`src/rtl/shifter_pipe.sv`:
```
// Pipelined barrel shifter (SLL/SRL/SRA/ROL/ROR/PASS) with carry-out and zero flag.
// One barrel stage per register, valid/ready handshake with full backpressure.
module shifter_pipe #(
  parameter int unsigned WIDTH   = 16,
  parameter int unsigned SHAMT_W = 5
) (
  input  logic               clk,
  input  logic               rst_n,
  input  logic               in_valid,
  output logic               in_ready,
  input  logic [WIDTH-1:0]   in_a,
  input  logic [SHAMT_W-1:0] in_shamt,
  input  logic [2:0]         in_mode,
  output logic               out_valid,
  input  logic               out_ready,
  output logic [WIDTH-1:0]   out_y,
  output logic               out_c,
  output logic               out_z
);
  localparam int unsigned        NSTG  = $clog2(WIDTH);
  localparam logic [SHAMT_W-1:0] W_AMT = SHAMT_W'(WIDTH);
  localparam logic [WIDTH-1:0]   ONES  = '1;

  typedef enum logic [2:0] {
    OP_SLL  = 3'b000,
    OP_SRL  = 3'b001,
    OP_SRA  = 3'b010,
    OP_ROL  = 3'b011,
    OP_ROR  = 3'b100,
    OP_PASS = 3'b111
  } op_e;

  function automatic logic [WIDTH-1:0] f_stage(input logic [WIDTH-1:0] d, input op_e op,
                                               input logic fill, input int unsigned s);
    logic [WIDTH-1:0] r;
    case (op)
      OP_SLL:  r = d << s;
      OP_SRL:  r = d >> s;
      OP_SRA:  r = (d >> s) | (fill ? ~(ONES >> s) : '0);
      OP_ROL:  r = (d << s) | (d >> (WIDTH - s));
      OP_ROR:  r = (d >> s) | (d << (WIDTH - s));
      default: r = d;
    endcase
    return r;
  endfunction

  op_e             w_op;
  logic [NSTG-1:0] w_lo, w_neg, w_dec, w_eff;
  logic            w_big, w_eqw, w_zero, w_force, w_fill, w_c;

  assign w_lo   = in_shamt[NSTG-1:0];
  assign w_neg  = -w_lo;
  assign w_dec  = w_lo - NSTG'(1);
  assign w_big  = (in_shamt >= W_AMT);
  assign w_eqw  = (in_shamt == W_AMT);
  assign w_zero = (in_shamt == '0);

  // Carry indices: a[WIDTH-amt] == a[-amt mod WIDTH], a[amt-1] == a[(amt-1) mod WIDTH].
  always_comb begin
    case (in_mode)
      3'b000:  w_op = OP_SLL;
      3'b001:  w_op = OP_SRL;
      3'b010:  w_op = OP_SRA;
      3'b011:  w_op = OP_ROL;
      3'b100:  w_op = OP_ROR;
      default: w_op = OP_PASS;
    endcase
    w_eff   = '0;
    w_force = 1'b0;
    w_fill  = 1'b0;
    w_c     = 1'b0;
    case (w_op)
      OP_SLL: begin
        w_force = w_big;
        w_eff   = w_big ? '0 : w_lo;
        w_c     = (!w_zero && (!w_big || w_eqw)) ? in_a[w_neg] : 1'b0;
      end
      OP_SRL: begin
        w_force = w_big;
        w_eff   = w_big ? '0 : w_lo;
        w_c     = (!w_zero && (!w_big || w_eqw)) ? in_a[w_dec] : 1'b0;
      end
      OP_SRA: begin
        w_force = w_big;
        w_fill  = in_a[WIDTH-1];
        w_eff   = w_big ? '0 : w_lo;
        w_c     = w_zero ? 1'b0 : ((w_big && !w_eqw) ? in_a[WIDTH-1] : in_a[w_dec]);
      end
      OP_ROL: begin
        w_eff = w_lo;
        w_c   = (w_lo != '0) ? in_a[w_neg] : 1'b0;
      end
      OP_ROR: begin
        w_eff = w_lo;
        w_c   = (w_lo != '0) ? in_a[w_dec] : 1'b0;
      end
      default: ;
    endcase
  end

  logic             r_v     [NSTG];
  logic [WIDTH-1:0] r_d     [NSTG];
  op_e              r_op    [NSTG];
  logic [NSTG-1:0]  r_amt   [NSTG];
  logic             r_force [NSTG];
  logic             r_fill  [NSTG];
  logic             r_c     [NSTG];
  logic             r_z;
  logic [NSTG-1:0]  w_v;
  logic [NSTG-1:0]  w_adv;

  for (genvar K = 0; K < NSTG; K++) begin : g_stg
    logic             w_sv, w_sforce, w_sfill, w_sc;
    logic [WIDTH-1:0] w_sd, w_nd;
    op_e              w_sop;
    logic [NSTG-1:0]  w_samt;

    assign w_v[K] = r_v[K];
    // Closed form of the ready chain: stage K moves if the consumer takes or any slot at or after K is empty.
    assign w_adv[K] = out_ready || !(&w_v[NSTG-1:K]);

    if (K == 0) begin : g_head
      assign w_sv     = in_valid;
      assign w_sd     = in_a;
      assign w_sop    = w_op;
      assign w_samt   = w_eff;
      assign w_sforce = w_force;
      assign w_sfill  = w_fill;
      assign w_sc     = w_c;
    end else begin : g_body
      assign w_sv     = r_v[K-1];
      assign w_sd     = r_d[K-1];
      assign w_sop    = r_op[K-1];
      assign w_samt   = r_amt[K-1];
      assign w_sforce = r_force[K-1];
      assign w_sfill  = r_fill[K-1];
      assign w_sc     = r_c[K-1];
    end

    always_comb begin
      w_nd = w_samt[K] ? f_stage(w_sd, w_sop, w_sfill, 2**K) : w_sd;
      if (K == NSTG-1 && w_sforce) w_nd = {WIDTH{w_sfill}};
    end

    always_ff @(posedge clk or negedge rst_n) begin
      if (!rst_n) begin
        r_v[K]     <= 1'b0;
        r_d[K]     <= '0;
        r_op[K]    <= OP_PASS;
        r_amt[K]   <= '0;
        r_force[K] <= 1'b0;
        r_fill[K]  <= 1'b0;
        r_c[K]     <= 1'b0;
      end else if (w_adv[K]) begin
        r_v[K]     <= w_sv;
        r_d[K]     <= w_nd;
        r_op[K]    <= w_sop;
        r_amt[K]   <= w_samt;
        r_force[K] <= w_sforce;
        r_fill[K]  <= w_sfill;
        r_c[K]     <= w_sc;
      end
    end

    if (K == NSTG-1) begin : g_tail
      always_ff @(posedge clk or negedge rst_n) begin
        if (!rst_n)          r_z <= 1'b0;
        else if (w_adv[K])   r_z <= (w_nd == '0);
      end
    end
  end

  assign in_ready  = w_adv[0];
  assign out_valid = r_v[NSTG-1];
  assign out_y     = r_d[NSTG-1];
  assign out_c     = r_c[NSTG-1];
  assign out_z     = r_z;
endmodule

```
`config.mk`:
```
export PLATFORM = sky130hd
export DESIGN_NAME = shifter_pipe
export DESIGN_NICKNAME = d
export VERILOG_FILES = /design/src/rtl/shifter_pipe.sv
export SDC_FILE = /design/constraint.sdc
export NUM_CORES = 1
export LEC_CHECK = 0
export BUFFER_PORTS_ARGS = -buffer_cell sky130_fd_sc_hd__buf_4
export CORE_UTILIZATION = 28
export CTS_CLUSTER_SIZE = 16
export DETAILED_ROUTE_END_ITERATION = 10
export PLACE_DENSITY = 0.5
export SLEW_MARGIN = 20
export SYNTH_ARGS = -nofsm -noshare
export SYNTH_HDL_FRONTEND = slang
export SYNTH_SLANG_ARGS = --single-unit
```
`constraint.sdc`:
```
create_clock -name clk -period 2.7 [get_ports clk]
set_clock_uncertainty 0.15 [all_clocks]
set_input_delay 0.27 -clock clk [delete_from_list [all_inputs] [get_ports clk]]
set_output_delay 0.27 -clock clk [all_outputs]
set_load 0.02 [all_outputs]
```
==> flow_summary.yaml, run 1 <==
run_status:
  status: "finished clean"
finish:
  n_fill_cell: 2282
  area.growth.synth_to_final_pct: 17.3
  drive_gt1_share_pct: 23.0
  num_antenna_cells: 0
  nets: 784
  final_core_util_pct: 33.9
  multi_input_area_mm2: 0.00350
  regArea_mm2: 0.00236
place:
  dp.final_hpwl_um: 12500
  pre_cts_ws_ns: 0.191
  gp_congestion: 0.923
  port_buffers: 47
routing:
  routedWlPerCell_um: 16.7
  vias: 5357
  dr.pass1.iters: 5
  finalWirelength_um: 17200
  initialDrtViolationCount: 411
  viasPerCell: 5.20
  drcViolationCount: 0
  antenna_left: 0
power_and_ir_drop:
  sequentialPowerShare_pct: 39.8
  pwr-share-clk_pct: 23.3
  p_per_area_mw_per_mm2: 775
  ir_drop_uv: 303
  p_total_mw: 5.59
  leakagePower_nw: 2.90
  p_int_mw: 3.48
  power_switching_mw: 2.11
  combPwrFrac_pct: 36.9
  swShare_pct: 37.7
floorplanning:
  core_area_mm2: 0.0213
  start_util_pct: 28.9
  dieArea_mm2: 0.0226
  rows: 53
  ios: 48
  fp.dieW_um: 150
  die_y_um: 150
timing:
  timing.final.max_slew_violations: 0
  rsz0062_at_grt: "false"
  worst_pin_slew_ns: 0.821
  hold_viol: 0
  finalSetupTns_ns: 0
  fin_crit_sh_pct: 95.3
  min_period_ns: 2.57
  setup_viol: 0
  max_freq_mhz: 389
  slew_headroom_pct: 44.9
  setup_slack_ns: 0.127
critical_path:
  cp.arrival_ns: 2.67
  reg2reg_from: "g_stg[3].w_sop[1]"
  r2r_end: "out_z"
  path_max_fanout: 10
  rr_worst_depth: 7
  start_kind: "flop"
  setup.worst_path.class: "reg -> reg"
  rrSetupSlack_ns: 0.13
  cp_data_required_time_ns: 2.79
  critPathCaptureType: "flop"
synth:
  syn_area_per_cell_um2: 8.61
  synth-async-reset-ratio_pct: 100
  synth-main-ff-cell: "dfrtp_1"
  synth.distinct_cells: 58
  synth_seq_cells: 94
  syn_nets: 747
  yosys_warnings: 0
  syn-cell-area_mm2: 0.00615
  yosysSeqAreaShare_pct: 38.4
  syn_inst: 714
  synth-edff-count: 0
global_route:
  grt_pass1_wl_um: 28500
  grt_overflow: 0
  grtUsageTotal_pct: 16.2
  first_global_vias: 5151
  grt_max_degree: 53
  antenna_found_initial: 0
clock_network:
  cts_sinks: 94
  clockBufferDepth: 2
  cts.clk_slew.worst_paths_ns: 0.07
  cts_tree: "done"
  cts_resized: 0
  ctsHoldBuffers: 2
  h-tree-depth: 3
  cts_buffers: 9
  cts_root_buffer: "clkbuf_16"
  cts_setup_buffers: 0
  clock_latency_ns: 0.35
min_path:
  holdPathEnd: "g_stg[1].w_samt[1]"
  timing.hold.worst.start: "in_shamt[1]"
  hold_path_depth: 2
  hp-class: "in -> reg"
run:
  maxCapViolCount: 0
[power groups by stage]
stage | registers [mW] | clock network (mW) | logic, mW
5_1_grt | 2.29 | 1.40 | 2.30
4_1_cts | 2.22 | 1.34 | 2.08
6_report | 2.22 | 1.30 | 2.07
3_5_place_dp | 2.25 | 0 | 2.07
3_3_place_gp | 2.25 | 0 | 2.07
2_1_floorplan | 2.16 | 0 | 1.35
[synth_stat cells, types with 2 or more instances]
cell type | count | area (µm²)
a2111oi_0 | 3 | 26.3
a211o_1 | 2 | 17.5
a211oi_1 | 6 | 45.0
a21boi_0 | 3 | 22.5
a21o_1 | 2 | 15.0
a21oi_1 | 45 | 225
a221oi_1 | 2 | 17.5
a22o_1 | 5 | 43.8
a22oi_1 | 23 | 173
a31oi_1 | 4 | 25.0
and2_1 | 2 | 12.5
and3_1 | 3 | 18.8
buf_1 | 2 | 7.51
clkbuf_1 | 54 | 203
dfrtp_1 | 85 | 2130
dfstp_2 | 9 | 236
ha_1 | 5 | 62.6
inv_1 | 15 | 56.3
maj3_1 | 7 | 70.1
mux2_2 | 51 | 574
mux2i_1 | 10 | 100
mux4_2 | 8 | 180
nand2_1 | 105 | 394
nand2b_1 | 6 | 37.5
nand3_1 | 3 | 15.0
nor2_1 | 45 | 169
nor2b_1 | 5 | 31.3
nor3_1 | 2 | 10.0
nor3b_1 | 3 | 22.5
o21a_1 | 4 | 30.0
o21ai_0 | 113 | 566
o21bai_1 | 2 | 15.0
o22a_1 | 10 | 87.6
o22ai_1 | 34 | 213
o32ai_1 | 4 | 35.0
o41ai_1 | 2 | 17.5
or2_2 | 5 | 31.3
xnor2_1 | 4 | 35.0
xor2_1 | 2 | 17.5
[critical path, stage by stage, from the launching register on]
cell	delay (ns)
dfstp_2	0.40
buf_4	0.17
nor3b_1	0.64
a22oi_1	0.13
a221oi_1	0.46
or4_1	0.21
a2111oi_2	0.05
a32o_2	0.25
[logic make-up after synthesis]
| kind of cell | synth area share, % |
|---|---|
| AO/OA/AOI/OAI | 27.0 |
| XOR/XNOR | 0.854 |
| adder cells (fa/ha/maj) | 2.34 |
| buffers and inverters | 4.66 |
| flip-flops | 38.4 |
| multiplexers | 13.9 |
| AND/OR/NAND/NOR | 12.8 |
[per-layer routing]
layer	track usage (%)	vias up	share of wire, %
li1	-	2681	-
met1	21.4	2544	47
met2	26.6	108	47
met3	2.52	24	3.1
met4	6.06	0	2.3
met5	0	-	0
[per-stage QoR]
stage / hold WS [ns] / std cells / instance area, µm²
CTS: 0.0116 / 1030 / 7210
global route: 0.0136 / 1030 / 7210
floorplan: -0.176 / 714 / 6150
finish: 0.0226 / 1030 / 7210
detailed placement: 0.160 / 1013 / 6900
global placement: 0.156 / 1013 / 6900
[cell usage in the layout (no fill, tap or decap), types with 7 or more instances in the layout]
cell,count
dfstp_2,9
mux2i_1,10
a21oi_1,45
o22a_1,10
clkbuf_16,9
mux2_2,51
nor2_1,45
o22ai_1,34
buf_4,81
inv_1,15
maj3_1,7
nand2_1,105
a22oi_1,23
dfrtp_1,85
mux4_2,8
o21ai_0,113
[state kept, by name, indices dropped and copies added, names as in the netlist]
signal,flops
g_stg.w_samt,6
g_stg.w_sc,3
g_stg.w_sd,48
g_stg.w_sfill,3
g_stg.w_sforce,3
g_stg.w_sop,9
g_stg.w_sv,3
out_c,1
out_valid,1
out_y,16
out_z,1
[area by class of cell]
type / instances / share of cell area (%)
Timing Repair Buffer: 84 / 8.99
Inverter: 16 / 0.833
Sequential cell: 94 / 32.8
Clock inverter: 5 / 0.798
Multi-Input combinational cell: 546 / 48.5
Clock buffer: 10 / 3.31
Tap cell: 275 / 4.77
[how the worst max path moves through the flow]
stage / endpoint / cells past startpoint / slack, ns / from
final: out_z / 7 / 0.13 / g_stg[3].w_sop[1]
after global routing: out_z / 6 / 0.07 / g_stg[3].w_sop[1]
after CTS: out_z / 6 / 0.17 / g_stg[3].w_sop[1]
after detailed placement: out_z / 6 / 0.19 / g_stg[3].w_sop[1]
after global placement: out_z / 6 / 0.23 / g_stg[3].w_sop[0]
after floorplan: g_stg[1].w_sc / 10 / 0.10 / in_shamt[0]
Note: power is estimated with default switching activity, not from simulation.
==> inputs of run 2 (changes only) <==
--- a/config.mk
+++ b/config.mk
@@ -6,6 +6,7 @@
 export NUM_CORES = 1
 export LEC_CHECK = 0
 export BUFFER_PORTS_ARGS = -buffer_cell sky130_fd_sc_hd__buf_4
+export CORE_MARGIN = 1.5
 export CORE_UTILIZATION = 28
 export CTS_CLUSTER_SIZE = 16
 export DETAILED_ROUTE_END_ITERATION = 10
==> constraint.sdc (replaced) <==
create_clock -name clk -period 2.7 [get_ports clk]
set_clock_uncertainty 0.15 [all_clocks]
set_input_delay 0.54 -clock clk [delete_from_list [all_inputs] [get_ports clk]]
set_output_delay 0.54 -clock clk [all_outputs]
set_load 0.02 [all_outputs]
==> flow_summary.yaml, run 2 (same netlist as run 1, synthesis figures left out) <==
critical_path:
  cp.arrival_ns: 2.71
  start_kind: "flop"
  cp_data_required_time_ns: 2.85
  critPathCaptureType: "flop"
  slowest_delay_ns: 0.43
  setup.worst_path.class: "reg -> reg"
  slowest_stage: "dfstp_2"
  path_max_fanout: 13
  crit_chain: "or2_1 > maj3_2 > a311o_1 > or4_1 > a2111oi_2 > a32o_2"
finish:
  drive_gt1_share_pct: 23.7
  n_fill_cell: 2278
  largest_reg_flops: 48
  area.growth.synth_to_final_pct: 18.3
  final_cell_mix: "o21ai_0, nand2_1, dfrtp_1, buf_4, mux2_2"
  num_antenna_cells: 0
  mostFrequentLayoutCell: "o21ai_0"
  nets: 787
  finalNonFillerCells: 1039
place:
  dp.final_hpwl_um: 12300
  gp_congestion: 0.900
  port_buffers: 47
  placedCellCount: 1021
floorplanning:
  die_y_um: 151
  core_area_mm2: 0.0217
  fp.dieW_um: 151
  ios: 48
  start_util_pct: 28.4
  dieArea_mm2: 0.0229
  rows: 54
min_path:
  hp-class: "in -> reg"
power_and_ir_drop:
  p_total_mw: 5.71
  leakagePower_nw: 2.93
  swShare_pct: 37.3
  p_int_mw: 3.58
  power_switching_mw: 2.13
  pwr-share-clk_pct: 24.7
  sequentialPowerShare_pct: 38.8
  p_per_area_mw_per_mm2: 785
  ir_drop_uv: 326
  combPwrFrac_pct: 36.5
timing:
  min_period_ns: 2.56
  worst_pin_slew_ns: 0.680
  max_freq_mhz: 391
  rsz0062_at_grt: "false"
  fin_crit_sh_pct: 94.8
  finalSetupTns_ns: 0
  setup_viol: 0
  slew_headroom_pct: 54.4
  hold_viol: 0
  timing.final.max_slew_violations: 0
routing:
  viasPerCell: 5.20
  antenna_left: 0
  vias: 5398
  finalWirelength_um: 16700
  initialDrtViolationCount: 298
  dr.pass1.iters: 6
  drcViolationCount: 0
  routedWlPerCell_um: 16.1
global_route:
  grt_max_degree: 65
  grt_pass1_wl_um: 28000
  grt_overflow: 0
  grtUsageTotal_pct: 15.3
  first_global_vias: 5163
  antenna_found_initial: 0
clock_network:
  cts_sinks: 94
  cts_tree: "done"
  clockBufferDepth: 2
  cts_buffers: 9
  cts.clk_slew.worst_paths_ns: 0.07
  cts_root_buffer: "clkbuf_16"
  h-tree-depth: 3
  cts_resized: 0
  clock_latency_ns: 0.36
run_status:
  status: "finished clean"
run:
  maxCapViolCount: 0
[run 2: path summary, 6_finish.rpt]
kind | cells past startpoint | startpoint | end | slack, ns
worst max-delay path | 6 | g_stg[3].w_sop[0] | out_z | 0.14
worst max register to register | 6 | g_stg[3].w_sop[0] | out_z | 0.14
min in group asynchronous | 2 | rst_n | out_y[2] | 0.51
max in group asynchronous | 3 | rst_n | g_stg[1].w_sop[2] | 1.16
worst min register to register | 1 | g_stg[1].w_sv | g_stg[2].w_sv | 0.31
worst min-delay path | 2 | in_valid | g_stg[1].w_sv | 0.22
[run 2: what timing repair did]
action	CTS	global route
endpoints found under the setup margin	0	1
setup buffers	0	1
endpoints found under the hold margin	18	0
hold buffers	1	0
[run 2: metal layers]
metal	routed length, µm	vias up	global-route usage (%)
met5	0	-	0
met4	210	0	3.93
met3	593	19	2.32
met2	8030	129	25.5
met1	7880	2570	20.7
li1	-	2680	-
[run 2: stage by stage]
step / hold slack, ns / util (%) / setup slack (ns) / area (µm²)
global route: 0.221 / 33.6 / 0.0230 / 7280
finish: 0.225 / 33.6 / 0.140 / 7280
CTS: 0.221 / 33.5 / 0.113 / 7260
global placement: 0.290 / 31.9 / 0.0935 / 6930
floorplan: 0.0944 / - / 0.0135 / 6160
detailed placement: 0.306 / 31.9 / 0.0782 / 6930
[run 2: layout make-up]
type	instances	area, µm²	area share (%)
clock buffers	9	225	3.09
clock inverters	7	104	1.43
inverters	16	60.1	0.825
multi-input cells	546	3510	48.2
flip-flops and latches	94	2360	32.5
well taps	280	350	4.81
repair buffers	87	666	9.15
[run 2: power by group through the flow]
stage / clock network [mW] / logic [mW] / registers [mW]
after detailed placement: 0 / 2.06 / 2.25
final: 1.41 / 2.08 / 2.22
after global placement: 0 / 2.06 / 2.24
after CTS: 1.45 / 2.08 / 2.22
after floorplan: 0 / 1.35 / 2.16
after global routing: 1.51 / 2.31 / 2.28
[run 2: critical path: cells and delay by family, from the launching register on]
kind / cells / cell delay (ns)
adder cells (fa/ha/maj): 1 / 0.32
flip-flops: 1 / 0.43
AND/OR/NAND/NOR: 2 / 0.71
AO/OA/AOI/OAI: 3 / 0.90
